--- config.mk ---
export PLATFORM = sky130hd
export DESIGN_NAME = banked_reg_bank
export DESIGN_NICKNAME = d
export VERILOG_FILES = /design/src/rtl/banked_reg_bank.sv
export SDC_FILE = /design/constraint.sdc
export NUM_CORES = 2
export LEC_CHECK = 0
export CORE_UTILIZATION = 51
export CTS_BUF_LIST = sky130_fd_sc_hd__clkbuf_8 sky130_fd_sc_hd__clkbuf_16
export CTS_CLUSTER_SIZE = 20
export DETAILED_ROUTE_END_ITERATION = 8
export MAX_ROUTING_LAYER = met4
export PLACE_DENSITY = 0.78
export SLEW_MARGIN = 0
export SYNTH_ARGS = -nofsm -noshare
export SYNTH_HDL_FRONTEND = slang
export SYNTH_SLANG_ARGS = --single-unit
export TNS_END_PERCENT = 5
--- constraint.sdc ---
create_clock -name clk -period 6 [get_ports clk]
set_clock_uncertainty 0.2 [all_clocks]
set_input_delay 1.2 -clock clk [delete_from_list [all_inputs] [get_ports clk]]
set_output_delay 1.2 -clock clk [all_outputs]
set_load 0.01 [all_outputs]
--- src/rtl/banked_reg_bank.sv ---
// Banked register file: 27 physical registers with USR/FIQ/IRQ/SVC views, a
// shared PC with load/increment, and a power-on clear sweep that raises busy.
//
// state | meaning
// CLEAR | sweeping zeros into physical registers 0..26, busy=1, ports ignored
// READY | normal operation
module banked_reg_bank #(
  parameter int DATA_W = 32,
  parameter int PC_INC = 4
) (
  input  logic              clk,
  input  logic              rst,
  input  logic [1:0]        mode,
  input  logic              user_bank,
  input  logic [3:0]        read_A_select,
  input  logic [3:0]        read_B_select,
  input  logic              read_B_en,
  input  logic [3:0]        write_select,
  input  logic              write_en,
  input  logic [DATA_W-1:0] write_data,
  input  logic              write_pc_en,
  input  logic [DATA_W-1:0] write_pc_data,
  input  logic              pc_inc_en,
  output logic [DATA_W-1:0] read_A_data,
  output logic [DATA_W-1:0] read_B_data,
  output logic [DATA_W-1:0] read_pc_data,
  output logic              busy
);

  typedef enum logic {
    ST_CLEAR = 1'b0,
    ST_READY = 1'b1
  } state_t;

  localparam int N_PHYS = 27;
  localparam logic [4:0] LAST_PHYS = 5'd26;
  localparam logic [4:0] PC_PHYS = 5'd15;

  state_t            state_q, state_d;
  logic [4:0]        cnt_q, cnt_d;
  logic [DATA_W-1:0] rd_b_q, rd_b_d;
  logic [DATA_W-1:0] regs_q [N_PHYS];
  logic [DATA_W-1:0] regs_d [N_PHYS];
  logic [4:0]        phys_a, phys_b, phys_w;

  // Physical layout: 0-15 USR, 16-22 FIQ R8-R14, 23-24 IRQ R13-R14, 25-26 SVC R13-R14.
  function automatic logic [4:0] map_phys(input logic [3:0] idx, input logic [1:0] m,
                                          input logic ub);
    logic [4:0] p;
    p = {1'b0, idx};
    if (!ub) begin
      case (m)
        2'b01:   if (idx >= 4'd8 && idx <= 4'd14) p = {1'b0, idx} + 5'd8;
        2'b10:   if (idx == 4'd13 || idx == 4'd14) p = {1'b0, idx} + 5'd10;
        2'b11:   if (idx == 4'd13 || idx == 4'd14) p = {1'b0, idx} + 5'd12;
        default: p = {1'b0, idx};
      endcase
    end
    return p;
  endfunction

  assign phys_a = map_phys(read_A_select, mode, user_bank);
  assign phys_b = map_phys(read_B_select, mode, user_bank);
  assign phys_w = map_phys(write_select, mode, user_bank);

  assign read_A_data  = regs_q[phys_a];
  assign read_pc_data = regs_q[PC_PHYS];
  assign read_B_data  = rd_b_q;
  assign busy         = (state_q == ST_CLEAR);

  always_comb begin
    state_d = state_q;
    cnt_d   = cnt_q;
    rd_b_d  = rd_b_q;
    regs_d  = regs_q;
    if (state_q == ST_CLEAR) begin
      regs_d[cnt_q] = '0;
      if (cnt_q == LAST_PHYS) state_d = ST_READY;
      else                    cnt_d   = cnt_q + 5'd1;
    end else begin
      if (write_en && write_select != 4'd15) regs_d[phys_w] = write_data;
      // R15 has one winner per cycle: ALU write, then PC load, then increment.
      if (write_en && write_select == 4'd15) regs_d[PC_PHYS] = write_data;
      else if (write_pc_en)                  regs_d[PC_PHYS] = write_pc_data;
      else if (pc_inc_en)                    regs_d[PC_PHYS] = regs_q[PC_PHYS] + DATA_W'(PC_INC);
      if (read_B_en) begin
        if (write_en && phys_w == phys_b) rd_b_d = write_data;
        else                              rd_b_d = regs_q[phys_b];
      end
    end
  end

  always_ff @(posedge clk) begin
    if (rst) begin
      state_q <= ST_CLEAR;
      cnt_q   <= '0;
      rd_b_q  <= '0;
    end else begin
      state_q <= state_d;
      cnt_q   <= cnt_d;
      rd_b_q  <= rd_b_d;
      regs_q  <= regs_d;
    end
  end

endmodule

==> results.yml <==
run_status:
  run_status: "complete, but fails checks"
  violations: "DRC"
floorplan:
  fp.dieH_um: 326
  core_area_um2: 104000
  top_level_ports: 182
  die_w_um: 326
  die_area_um2: 106000
  initial_core_utilization: 0.516
  floorplan.rows: 118
routing:
  wl_um: 220000
  drt_drc_violations_left: 22
  antenna_left: 0
  routed-via-count: 49800
  routedLengthMet1_um: 70100
  vias_per_cell: 7.38
  met2WireLength_um: 90700
  top_metal_layer_carrying_routed_signals: "met4"
  first_pass_iters: 9
  wl_per_cell_um: 32.5
  detailedRoute.firstIterationViolations: 9858
  met3WireLength_um: 41100
min_path:
  min_to: "read_B_data[5]"
  hold_class: "reg -> reg"
  hold-path-cell-count: 2
  hold_path.startpoint: "read_B_data[5]"
logic_synthesis:
  yosysMostFrequentCell: "sky130_fd_sc_hd__nand2_1"
  synth_mux_area_frac: 0.158
  post_synth_main_area_contributors: "sky130_fd_sc_hd__edfxtp_1 (48%), sky130_fd_sc_hd__mux4_2 (11%), sky130_fd_sc_hd__nand2_1 (8.9%)"
  synth-compound-area-share: 0.164
  synth-edff-count: 864
  ys.warnings.count: 0
  synth_fa_ha_area_frac: 0.00537
  async_reset_ff_frac: 0
  avgSynthCellArea_um2: 10.3
  syn-num-nets: 5301
  synthesized_area_fraction_occupied_by_xor_and_xnor_cells: 0.00605
  synthDominantAreaCellType: "sky130_fd_sc_hd__edfxtp_1"
  synth_top_area_share: 0.484
  synth.lib_cells_used.distinct: 69
  ys_seq_area_frac: 0.499
  main_flop_type_after_synthesis: "sky130_fd_sc_hd__edfxtp_1"
  yosys_register_bits: 902
  synth_simple_gate_area_frac: 0.124
  combinational_family_with_the_most_area_after_synthesis: "compound AO/OA/AOI/OAI gates"
  netlist_instances: 5193
  syn-cell-area_um2: 53600
  synth.cells.most_frequent: "sky130_fd_sc_hd__nand2_1 (1,263), sky130_fd_sc_hd__edfxtp_1 (864), sky130_fd_sc_hd__o21ai_0 (847)"
setup_path:
  reg2reg_slack_ns: 1.65
  worst-path-max-fanout: 4
  rr_startpoint: "read_pc_data[4]"
  cells_traversed_along_the_worst_timing_path: "clkdlybuf4s50_1, ha_1, a22oi_2, o2bb2ai_2, ha_1, nand2b_1, a221o_1, o22ai_4, buf_6, buf_16, buf_6, mux2i_4, o22ai_4, a21o_1, dlygate4sd2_1"
  critical-path-slowest-cell: "sky130_fd_sc_hd__clkdlybuf4s50_1"
  critical_path_arrival_ns: 4.56
  timing.critical_path.from_type: "input port"
  criticalPathCategory: "in -> out"
  path_delay_family: "compound AO/OA/AOI/OAI gates"
  rr_endpoint: "read_pc_data[31]"
  critical_path_cell_count: 15
  reg2reg_depth: 8
  worst_path_largest_cell_delay_ns: 0.46
  timing.critical_path.buf_inv: 5
  end_kind: "output pin"
  critPathRequiredTime_ns: 4.60
layout:
  share_of_layout_cells_above_drive_strength_1: 0.165
  final_net_count: 5380
  areaGrowthSynthToFinish_pct: 16.4
  nFillCells: 8183
global_route:
  grt_start_max_net_pins: 118
  vias_in_the_first_global_route: 47000
  antenna_found_initial: 17
  grt_util_all_layers: 0.411
  grt_pass1_wl_um: 314000
  overflow: 0
power_and_ir_drop:
  total_leakage_power_uw: 0.0235
  ir_worst_vdd_v: 0.000281
  power-per-cell-area_nw_per_um2: 273
  design_power_total_uw: 17000
sta:
  count_of_pins_over_their_slew_limit: 0
  achievable-frequency_mhz: 168
  period_needed_ns: 5.96
  setup-violations-final: 0
  unrepaired_setup_endpoints_after_global_routing: "true"
  fin_worst_hold_slack_ns: 0.336
  worstMarginPinSlew_ns: 1.27
  worst_slew_margin_rel: 0.150
  final_min_period_over_clock_period: 0.994
  hold_viol_final: 0
clock_network:
  cts.path.max_buffers: 3
  clock_tree.root_cell: "sky130_fd_sc_hd__clkbuf_16"
  insertion_delay_ns: 0.71
  numCtsBuffers: 93
  clock_pin_slew_on_the_worst_setup_and_hold_paths_ns: 0.06
  hold_buffers: 0
  cts_sinks: 902
  cts_tree: "done"
  htree_num_levels: 3
place:
  port-buffer-count: 181
  place_hpwl_um: 137000
  place.gp.congestion: 1.03
flow_run:
  drv_cap: 0
[sequential cells by signal, summed over array words and instances (netlist names)]
register,flops
read_B_data,32
cnt_q,5
regs_q,832
state_q,1
read_pc_data,32
[placed cells by master, fill, tap and decap left out, drive strengths merged, types with 21 or more instances in the layout]
cell           count
nand2           1263
edfxtp           864
o21ai            849
buf              337
mux4             260
a21oi            259
mux2i            255
nor2             167
clkdlybuf4s50    143
clkbuf           130
o22ai             99
o211ai            98
nor4              54
inv               51
dfxtp             38
a21o              36
clkinv            35
xnor2             27
a311o             25
nor3              25
ha                23
and2              23
diode             22
a211oi            21
[kinds of logic after synthesis]
kind of cell             count (synthesis)
XOR/XNOR                                37
flip-flops                             902
multiplexers                           518
adder cells (fa/ha/maj)                 23
buffers and inverters                  561
AND/OR/NAND/NOR                       1629
AO/OA/AOI/OAI                         1523
[worst max-delay path by stage]
stage / from / endpoint / slack, ns
2_1_floorplan: read_A_select[0] / read_A_data[21] / 0.006
6_report: read_A_select[1] / read_A_data[0] / 0.04
3_5_place_dp: read_A_select[2] / read_A_data[31] / -0.30
4_1_cts: read_A_select[2] / read_A_data[4] / -0.1
3_3_place_gp: read_A_select[2] / read_A_data[4] / -0.21
5_1_grt: read_A_select[1] / read_A_data[0] / -0.07
[through the flow]
step                area [µm²]  TNS, ns  worst slack (ns)   util  instances
detailed placement       58800    -6.64            -0.305  0.566       6546
CTS                      62100   -0.612           -0.0990  0.599       6725
global placement         58800    -3.72            -0.214  0.566       6546
floorplan                53600        0           0.00645      -       5193
global route             62300   -0.100           -0.0714  0.601       6745
finish                   62300        0            0.0369  0.601       6750
[power by group]
group          switching (µW)  leakage (µW)  internal, µW
Clock                    2690       0.00159          3440
Combinational            1890        0.0131          1260
Sequential                351       0.00880          7380
Total                    4930        0.0235         12100
[layer usage]
layer  track usage  up-vias
met5             -        -
met3         0.190     1369
met2         0.566     5587
li1              -    19500
met1         0.484    23300
met4         0.260        0
[final cells by class]
cell class                      count  area [µm²]  area share
Multi-Input combinational cell   3730       25600       0.410
Clock inverter                     64         536     0.00859
Antenna cell                       22        55.1    0.000883
Timing Repair Buffer              510        5030      0.0807
Sequential cell                   902       26700       0.428
Tap cell                         1380        1730      0.0277
Clock buffer                      107        2600      0.0417
Inverter                           35         131     0.00211
[tightest hold or removal path, stage by stage, from the launching register on]
cell                        delay, ns
sky130_fd_sc_hd__dfxtp_1         0.31
sky130_fd_sc_hd__o2bb2ai_1       0.14
sky130_fd_sc_hd__a211oi_1        0.05
[timing repair]
item,4_1_cts,5_1_grt
buffers inserted,5,4
gates resized for setup,80,82
pin swaps,5,17
gates cloned,3,1
endpoints found under the setup margin,32,32
Note: power is estimated with default switching activity, not from simulation.
